File: src/rtl/lab_pkg.sv
// Shared types and constants for the calculation controller and its result buffer.
package lab_pkg;

    // Occupancy view of the result FIFO.
    typedef enum logic [1:0] {
        BUF_EMPTY,
        BUF_PARTIAL,
        BUF_FULL
    } buf_state_t;

    // Width of one result word produced by the controller.
    localparam int RESULT_W = 16;

endpackage

File: src/rtl/result_buffer_fifo_ptr.sv
// Wrapping FIFO pointer: advances by one on i_inc and wraps DEPTH-1 -> 0.
module fifo_ptr #(
    parameter int DEPTH = 4
) (
    input  logic                     clk,
    input  logic                     rst,
    input  logic                     i_inc,
    output logic [$clog2(DEPTH)-1:0] o_ptr
);

    localparam int PW = $clog2(DEPTH);

    logic [PW-1:0] r_ptr;

    // Pointer register; explicit wrap keeps intent clear even though DEPTH is a power of two.
    always_ff @(posedge clk or negedge rst) begin
        if (!rst) begin
            r_ptr <= '0;
        end else if (i_inc) begin
            if (r_ptr == PW'(DEPTH - 1)) begin
                r_ptr <= '0;
            end else begin
                r_ptr <= r_ptr + PW'(1);
            end
        end
    end

    assign o_ptr = r_ptr;

endmodule

File: src/rtl/result_buffer.sv
// Result FIFO between the calculation controller and its consumer.
// Captures a word on every accepted in_valid, presents the oldest word over
// valid/ready, and flags pushes dropped while full.
module result_buffer
    import lab_pkg::*;
#(
    parameter int DATA_W = RESULT_W,
    parameter int DEPTH  = 4
) (
    input  logic                     clk,
    input  logic                     rst,
    input  logic                     in_valid,
    input  logic [DATA_W-1:0]        in_data,
    output logic                     in_ready,
    output logic                     out_valid,
    output logic [DATA_W-1:0]        out_data,
    input  logic                     out_ready,
    output logic [$clog2(DEPTH):0]   count,
    output logic                     overflow,
    input  logic                     clr_ovf
);

    localparam int PW = $clog2(DEPTH);
    localparam int CW = PW + 1;

    logic [DATA_W-1:0] r_mem [DEPTH];
    logic [CW-1:0]     r_count;
    logic [CW-1:0]     w_count_next;
    buf_state_t        r_state;
    buf_state_t        w_state_next;
    logic              r_in_ready;
    logic              r_overflow;
    logic [PW-1:0]     w_wr_ptr;
    logic [PW-1:0]     w_rd_ptr;
    logic              w_full;
    logic              w_empty;
    logic              w_push;
    logic              w_pop;
    logic              w_drop;

    // Push is gated by full only, never by a same-cycle pop: no ready-to-ready path.
    assign w_full  = (r_state == BUF_FULL);
    assign w_empty = (r_state == BUF_EMPTY);
    assign w_push  = in_valid & ~w_full;
    assign w_pop   = ~w_empty & out_ready;
    assign w_drop  = in_valid & w_full;

    fifo_ptr #(.DEPTH(DEPTH)) u_wr_ptr (
        .clk   (clk),
        .rst   (rst),
        .i_inc (w_push),
        .o_ptr (w_wr_ptr)
    );

    fifo_ptr #(.DEPTH(DEPTH)) u_rd_ptr (
        .clk   (clk),
        .rst   (rst),
        .i_inc (w_pop),
        .o_ptr (w_rd_ptr)
    );

    // Next occupancy and storage state from pre-edge push/pop.
    always_comb begin
        w_count_next = r_count;
        w_state_next = r_state;
        case ({w_push, w_pop})
            2'b10:   w_count_next = r_count + CW'(1);
            2'b01:   w_count_next = r_count - CW'(1);
            default: w_count_next = r_count;
        endcase
        case (r_state)
            BUF_EMPTY: begin
                if (w_push) w_state_next = BUF_PARTIAL;
            end
            BUF_PARTIAL: begin
                if (w_push && !w_pop && r_count == CW'(DEPTH - 1)) begin
                    w_state_next = BUF_FULL;
                end else if (w_pop && !w_push && r_count == CW'(1)) begin
                    w_state_next = BUF_EMPTY;
                end
            end
            BUF_FULL: begin
                if (w_pop) w_state_next = BUF_PARTIAL;
            end
            default: w_state_next = BUF_EMPTY;
        endcase
    end

    // State, count and registered in_ready (derived from the next state so it tracks count).
    always_ff @(posedge clk or negedge rst) begin
        if (!rst) begin
            r_state    <= BUF_EMPTY;
            r_count    <= '0;
            r_in_ready <= 1'b1;
        end else begin
            r_state    <= w_state_next;
            r_count    <= w_count_next;
            r_in_ready <= (w_state_next != BUF_FULL);
        end
    end

    // Sticky overflow; a drop in the same cycle as clr_ovf keeps it set.
    always_ff @(posedge clk or negedge rst) begin
        if (!rst) begin
            r_overflow <= 1'b0;
        end else if (w_drop) begin
            r_overflow <= 1'b1;
        end else if (clr_ovf) begin
            r_overflow <= 1'b0;
        end
    end

    // Storage array; contents are intentionally not reset.
    always_ff @(posedge clk) begin
        if (w_push) r_mem[w_wr_ptr] <= in_data;
    end

    // Head word is forced to zero while empty so stale/uninitialised storage never shows.
    assign out_data  = w_empty ? '0 : r_mem[w_rd_ptr];
    assign out_valid = ~w_empty;
    assign in_ready  = r_in_ready;
    assign count     = r_count;
    assign overflow  = r_overflow;

endmodule

File: config.mk
export PLATFORM = sky130hd
export DESIGN_NAME = result_buffer
export DESIGN_NICKNAME = d
export VERILOG_FILES = /design/src/rtl/lab_pkg.sv /design/src/rtl/result_buffer_fifo_ptr.sv /design/src/rtl/result_buffer.sv
export SDC_FILE = /design/constraint.sdc
export NUM_CORES = 1
export LEC_CHECK = 0
export ABC_AREA = 1
export CAP_MARGIN = 0
export CORE_MARGIN = 10
export CORE_UTILIZATION = 55
export CTS_BUF_LIST = sky130_fd_sc_hd__clkbuf_2 sky130_fd_sc_hd__clkbuf_4 sky130_fd_sc_hd__clkbuf_8
export CTS_CLUSTER_DIAMETER = 30
export DETAILED_ROUTE_END_ITERATION = 8
export PLACE_DENSITY_LB_ADDON = 0.05
export SYNTH_ARGS = -nofsm -noshare
export SYNTH_HDL_FRONTEND = slang
export SYNTH_HIERARCHICAL = 1
export SYNTH_SLANG_ARGS = --single-unit
export TNS_END_PERCENT = 30
File: constraint.sdc
create_clock -name clk -period 2.5 [get_ports clk]
set_input_delay 0.5 -clock clk [delete_from_list [all_inputs] [get_ports clk]]
set_output_delay 0.5 -clock clk [all_outputs]
set_load 0.02 [all_outputs]
; ---- After elaboration in Yosys (flattened, before gate mapping)
; Memory sizes are Yosys's and may differ from the RTL's.
; Cells that the tools add are included.
[op_classes]
n_addsub = 4
bitwise_logic = 5
n_mux = 13
n_reduce_logical = 9
n_eq_ne = 9
[op_table]
columns = operator, n
row1 = 16-bit 2-to-1 mux, 1
row2 = 2-bit 2-to-1 mux, 6
row3 = "2-bit == test, second input constant", 4
row4 = 2-bit one-hot mux with 3 select lines, 1
row5 = 3-bit one-hot mux with 2 select lines, 1
row6 = "2-bit by 1-bit adder with 2-bit output, second input constant", 2
row7 = "2-bit by 1-bit == test with 1-bit output, second input constant", 2
row8 = 1-bit logical AND, 4
row9 = 1-bit 2-to-1 mux, 4
row10 = 2-bit nonzero test, 2
row11 = "3-bit by 1-bit adder with 3-bit output, second input constant", 1
row12 = 1-bit bitwise AND, 3
row13 = "3-bit by 1-bit == test with 1-bit output, second input constant", 1
row14 = "3-bit by 2-bit == test with 1-bit output, second input constant", 1
row15 = "3-bit by 1-bit subtractor with 3-bit output, second input constant", 1
row16 = 1-bit logical NOT, 2
row17 = 2-bit logical NOT, 1
row18 = "2-bit inequality test, second input constant", 1
row19 = 1-bit inverter, 2
[word_totals]
word_cells = 47
memories = 1
mem_bits_rw = 64
register_bits = 11
out_inout_bits = 22
in_bits = 21
[memory_table]
columns = memory, words, width, read_ports, rd_clocked_by_memory_dff, wr, line
row1 = r_mem, 4, 16, 1, 0, 1, result_buffer.sv:26  ; logic [DATA_W-1:0] r_mem [DEPTH];

; ---- Logic depth before layout (Yosys ltp)
[depth]
ltp_word = 10
ltp_mapped = 10
mapped_depth_nobuf = 10

; ---- Hierarchy
; Netlist, hierarchy kept.
[modules_own_cells]
columns = module, n_inst, cells_each, area_per_inst_um2, seq_area_each_um2
row1 = result_buffer, 1, 312, 3198.1, 2098.3
row2 = fifo_ptr, 2, 11, 92.6, 50.0

; ---- Least setup slack after synthesis
; Ideal clock, no wire load.
[synth_timing]
path_type = reg2reg
startpoint = register r_state[0]
endpoint = memory r_mem[1][0] (netlist bit), enable pin
arrival_ns = 1.775
n_path_buf = 0
setup_time_ns = 0.409
t_required_ns = 2.091
path_slack_ns = 0.316
stages_incl_launch_ff = 5
cell_sequence = dfrtp_1 > inv_1 > nand2_1 > nand2_1 > nor3_1
[synth_via]
elab_chain_cells = 5
[synth_lines]
columns = element, line
row1 = "start, declared", result_buffer.sv:29  ; buf_state_t r_state;
row2 = "start signal, assigned", result_buffer.sv:96  ; r_state <= w_state_next;
row3 = 2-bit == test, result_buffer.sv:42  ; assign w_full = (r_state == BUF_FULL);
row4 = 1-bit inverter, result_buffer.sv:44  ; assign w_push = in_valid & ~w_full;
row5 = 1-bit bitwise AND, result_buffer.sv:44
row6 = 1-bit 2-to-1 mux, result_buffer.sv:115  ; if (w_push) r_mem[w_wr_ptr] <= in_data;
row7 = 1-bit 2-to-1 mux (implied by the code), result_buffer.sv:115
row8 = "end, declared", result_buffer.sv:26
; Every way passes these cells.

; ---- Worst setup path after layout
[layout_timing]
startpoint = register u_rd_ptr.r_ptr[0], in the netlist u_rd_ptr/o_ptr[0]
endpoint = output port out_data[15]
[layout_via]
elab_chain_cells = 2
[layout_lines]
columns = element, line
row1 = "start, declared", result_buffer_fifo_ptr.sv:13  ; logic [PW-1:0] r_ptr;
row2 = "start signal, assigned", result_buffer_fifo_ptr.sv:23  ; r_ptr <= r_ptr + PW'(1);
row3 = memory 4 x 16 bit, --
row4 = 16-bit 2-to-1 mux, result_buffer.sv:119  ; assign out_data = w_empty ? '0 : r_mem[w_rd_ptr];
row5 = "end, declared", result_buffer.sv:16  ; output logic [DATA_W-1:0] out_data,
; Every way passes these cells.

==> metrics <==
mean routed wirelength per cell 13.8 um; Filler cells 471; first-pass GRT wire length 10.7 mm; setup violators final 0; post-synthesis register bit count 75; max frequency 417 MHz; crit path capture type primary output; LEAKAGE 2.06 nW; GRT Total Usage 0.139; Max-slew headroom 0.632; fin area 4200 um2; count of buffers from port buffering 42; number of post-CTS setup repair buffers 0; Hold-fix buffers, CTS 0; DRC Markers 0; Synth cell types 18; CTS tree done; setup_tns 0 ns; Root Driver clkbuf_8; Ys Warns 6; DP Area 3950 um2; met1 GRT Util 0.161; # IOs 43; Max stage delay on crit path 0.63 ns; Worst Reg-to-Reg Cells 9; power per cell area 1130 nW/um2; clock slew at reported path FFs 0.07 ns; NetSw 1.73 mW; Core Footprint 5960 um2; antenna viol nets, final 0; DP HPWL 4.27 mm; Die Span X 98.4 um; Max Root-Sink Buffers 2; GR Util met3 0.0433; Worst Skew 0.00797 ns; Seq/Total Area, Yosys 0.650; Clock Sinks 75; GR Overflow Total 0; Netlist Area Pre-Place 3380 um2; R2R Path End count[2]$_DFFE_PN0P_; final hold viol count 0; largest net degree at the start of global routing 33; Pint 3.02 mW; H-tree depth 3; status complete, no violations; min-delay worst type in -> async; drt total wl 6.49 mm; Multi-input gate area 800 um2; Detailed Route Iter0 Violations 120; Antenna Cells 0; FF+latch area 2200 um2; WP data arrival 1.90 ns; Finished Layout Cells 470; vias in the first global route 2199; Critical R2R Launch r_state[0]$_DFF_PN0_; clock power share 0.210; Worst EP required 2.00 ns; Synth Instances 334; placed insts 454; Final Slew Violations 0; slowest cell on the critical path clkdlybuf4s50_1; MaxCap Viol Count 0; die area 9690 um2; later-pin clock latency in the skew report 0.34 ns; Final min period 2.40 ns; switching portion of total power 0.364; combinational power share 0.424; Synthesized Nets 363; Critical Path Start Type flop; via-per-instance ratio 4.72; register share of total power 0.365; unrepaired setup endpoints after global routing no; Rows 28; part of the cycle the worst path needs 0.958; share of layout cells above drive strength 1 0.0962; RePlAce Congestion 0.815; Crit Path Class reg -> out; antenna violations before repair 0; crit-path cells buf_4, nand2_1, nand3_1, a21oi_1, clkdlybuf4s50_1; Num CTS Buffers 9; GR peak layer met2; Pre-antenna DRT Iters 4; Die Y-Extent 98.4 um; met2 Use GR 0.231; mean area per synthesized cell 10.1 um2; Slew @ Worst Pin 0.550 ns; vias 2218; Starting Density 0.568; worst-path fanout max 10; R2R setup slack 0.91 ns; worst IR drop on VDD 0.000886 V; Layout Nets 419; Area Overhead vs Synth 24.1%
## worst max-delay path: cells and delay by family (launching register included)
| family | cells | cell delay (ns) |
|---|---|---|
| buffers and inverters | 2 | 0.82 |
| AND/OR/NAND/NOR | 2 | 0.15 |
| flip-flops | 1 | 0.42 |
| AO/OA/AOI/OAI | 1 | 0.17 |
## sequential cells by signal, indices dropped and copies added, names as in the netlist
name / cells
u_wr_ptr/o_ptr: 2
u_rd_ptr/o_ptr: 2
overflow: 1
in_ready: 1
r_mem: 64
r_state: 2
count: 3
## cell families (layout without fill, tap and decap cells)
group	after synthesis	after routing	synth area share
xor gates and xnor gates	2	2	0.00518
buffers and inverters	95	156	0.120
DFF	75	75	0.650
AOI/OAI and AO/OA	20	20	0.0296
and+or+nand+nor	134	134	0.166
adders and majority gates	8	8	0.0296
## timing repair
action                                  CTS  global route
endpoints found under the setup margin   13            14
resized for setup                         1            14
pin swaps                                 0             0
## placed cells by master (no fill, tap or decap)
| cell | synthesis | layout |
|---|---|---|
| nor3_2 | 0 | 4 |
| xnor2_1 | 2 | 2 |
| a21oi_1 | 16 | 16 |
| ha_1 | 8 | 8 |
| buf_4 | 1 | 13 |
| dfstp_2 | 1 | 1 |
| clkinv_1 | 0 | 1 |
| nor2_1 | 4 | 4 |
| clkbuf_8 | 0 | 9 |
| nand3_1 | 37 | 37 |
| clkinv_4 | 0 | 1 |
| nor2_4 | 1 | 1 |
| inv_4 | 0 | 1 |
| clkinv_2 | 1 | 2 |
| dfrtp_1 | 10 | 10 |
| bufinv_16 | 0 | 2 |
| clkbuf_4 | 0 | 2 |
| buf_12 | 0 | 1 |
| dlymetal6s2s_1 | 0 | 14 |
| clkdlybuf4s50_1 | 0 | 28 |
| o21ai_0 | 4 | 4 |
| inv_1 | 81 | 81 |
| nand2_1 | 88 | 88 |
| inv_2 | 2 | 1 |
| edfxtp_1 | 64 | 64 |
## cell usage after synthesis
cell type / count / area share
nand2_1: 88 / 0.098
inv_1: 81 / 0.090
edfxtp_1: 64 / 0.57
nand3_1: 37 / 0.055
a21oi_1: 16 / 0.024
dfrtp_1: 10 / 0.074
ha_1: 8 / 0.030
buf_2: 5 / 0.0074
buf_6: 5 / 0.017
nor2_1: 4 / 0.0044
nor3_1: 4 / 0.0059
o21ai_0: 4 / 0.0059
inv_2: 2 / 0.0022
xnor2_1: 2 / 0.0052
buf_4: 1 / 0.0022
clkinv_2: 1 / 0.0015
dfstp_2: 1 / 0.0078
nor2_4: 1 / 0.0033
## per-stage QoR
stage,worst slack (ns),power [mW],hold slack [ns],utilization
3_3_place_gp,0.370,3.81,0.510,0.663
5_1_grt,0.000217,5.08,0.531,0.705
4_1_cts,0.00968,4.85,0.518,0.699
6_report,0.104,4.75,0.513,0.705
2_1_floorplan,0.316,3.04,0.204,-
3_5_place_dp,0.335,3.84,0.514,0.663
## how the worst max path moves through the flow
stage	startpoint	slack [ns]	end	depth (start not counted)
after global routing	u_rd_ptr/o_ptr[1]$_DFFE_PN0P_	0.0002	out_data[0]	4
final	u_rd_ptr/o_ptr[0]$_DFFE_PN0P_	0.10	out_data[15]	5
after detailed placement	u_rd_ptr/o_ptr[0]$_DFFE_PN0P_	0.34	out_data[12]	5
after CTS	u_rd_ptr/o_ptr[0]$_DFFE_PN0P_	0.01	out_data[5]	5
after global placement	u_rd_ptr/o_ptr[0]$_DFFE_PN0P_	0.37	out_data[12]	5
after floorplan	r_state[0]$_DFF_PN0_	0.32	r_mem[1][0]$_DFFE_PP_	4
## final cells by class
type                    instances  share of cell area
flip-flops and latches         75               0.523
multi-input cells             164               0.190
repair buffers                 56               0.136
inverters                      84              0.0760
clock buffers                  11              0.0331
well taps                      75              0.0223
clock inverters                 5              0.0185
## layer usage
metal	part of all wire	up-vias
met5	0	-
met4	0.016	0
met3	0.051	8
met2	0.51	46
met1	0.42	1004
li1	-	1160
## power groups by stage
stage          logic (mW)  registers (mW)  clock network, mW
2_1_floorplan        1.26            1.77                  0
3_3_place_gp         2.06            1.75                  0
3_5_place_dp         2.08            1.76                  0
4_1_cts              2.10            1.74               1.02
5_1_grt              2.25            1.76               1.07
6_report             2.02            1.74               1.00
Note: power is estimated with default switching activity, not from simulation.
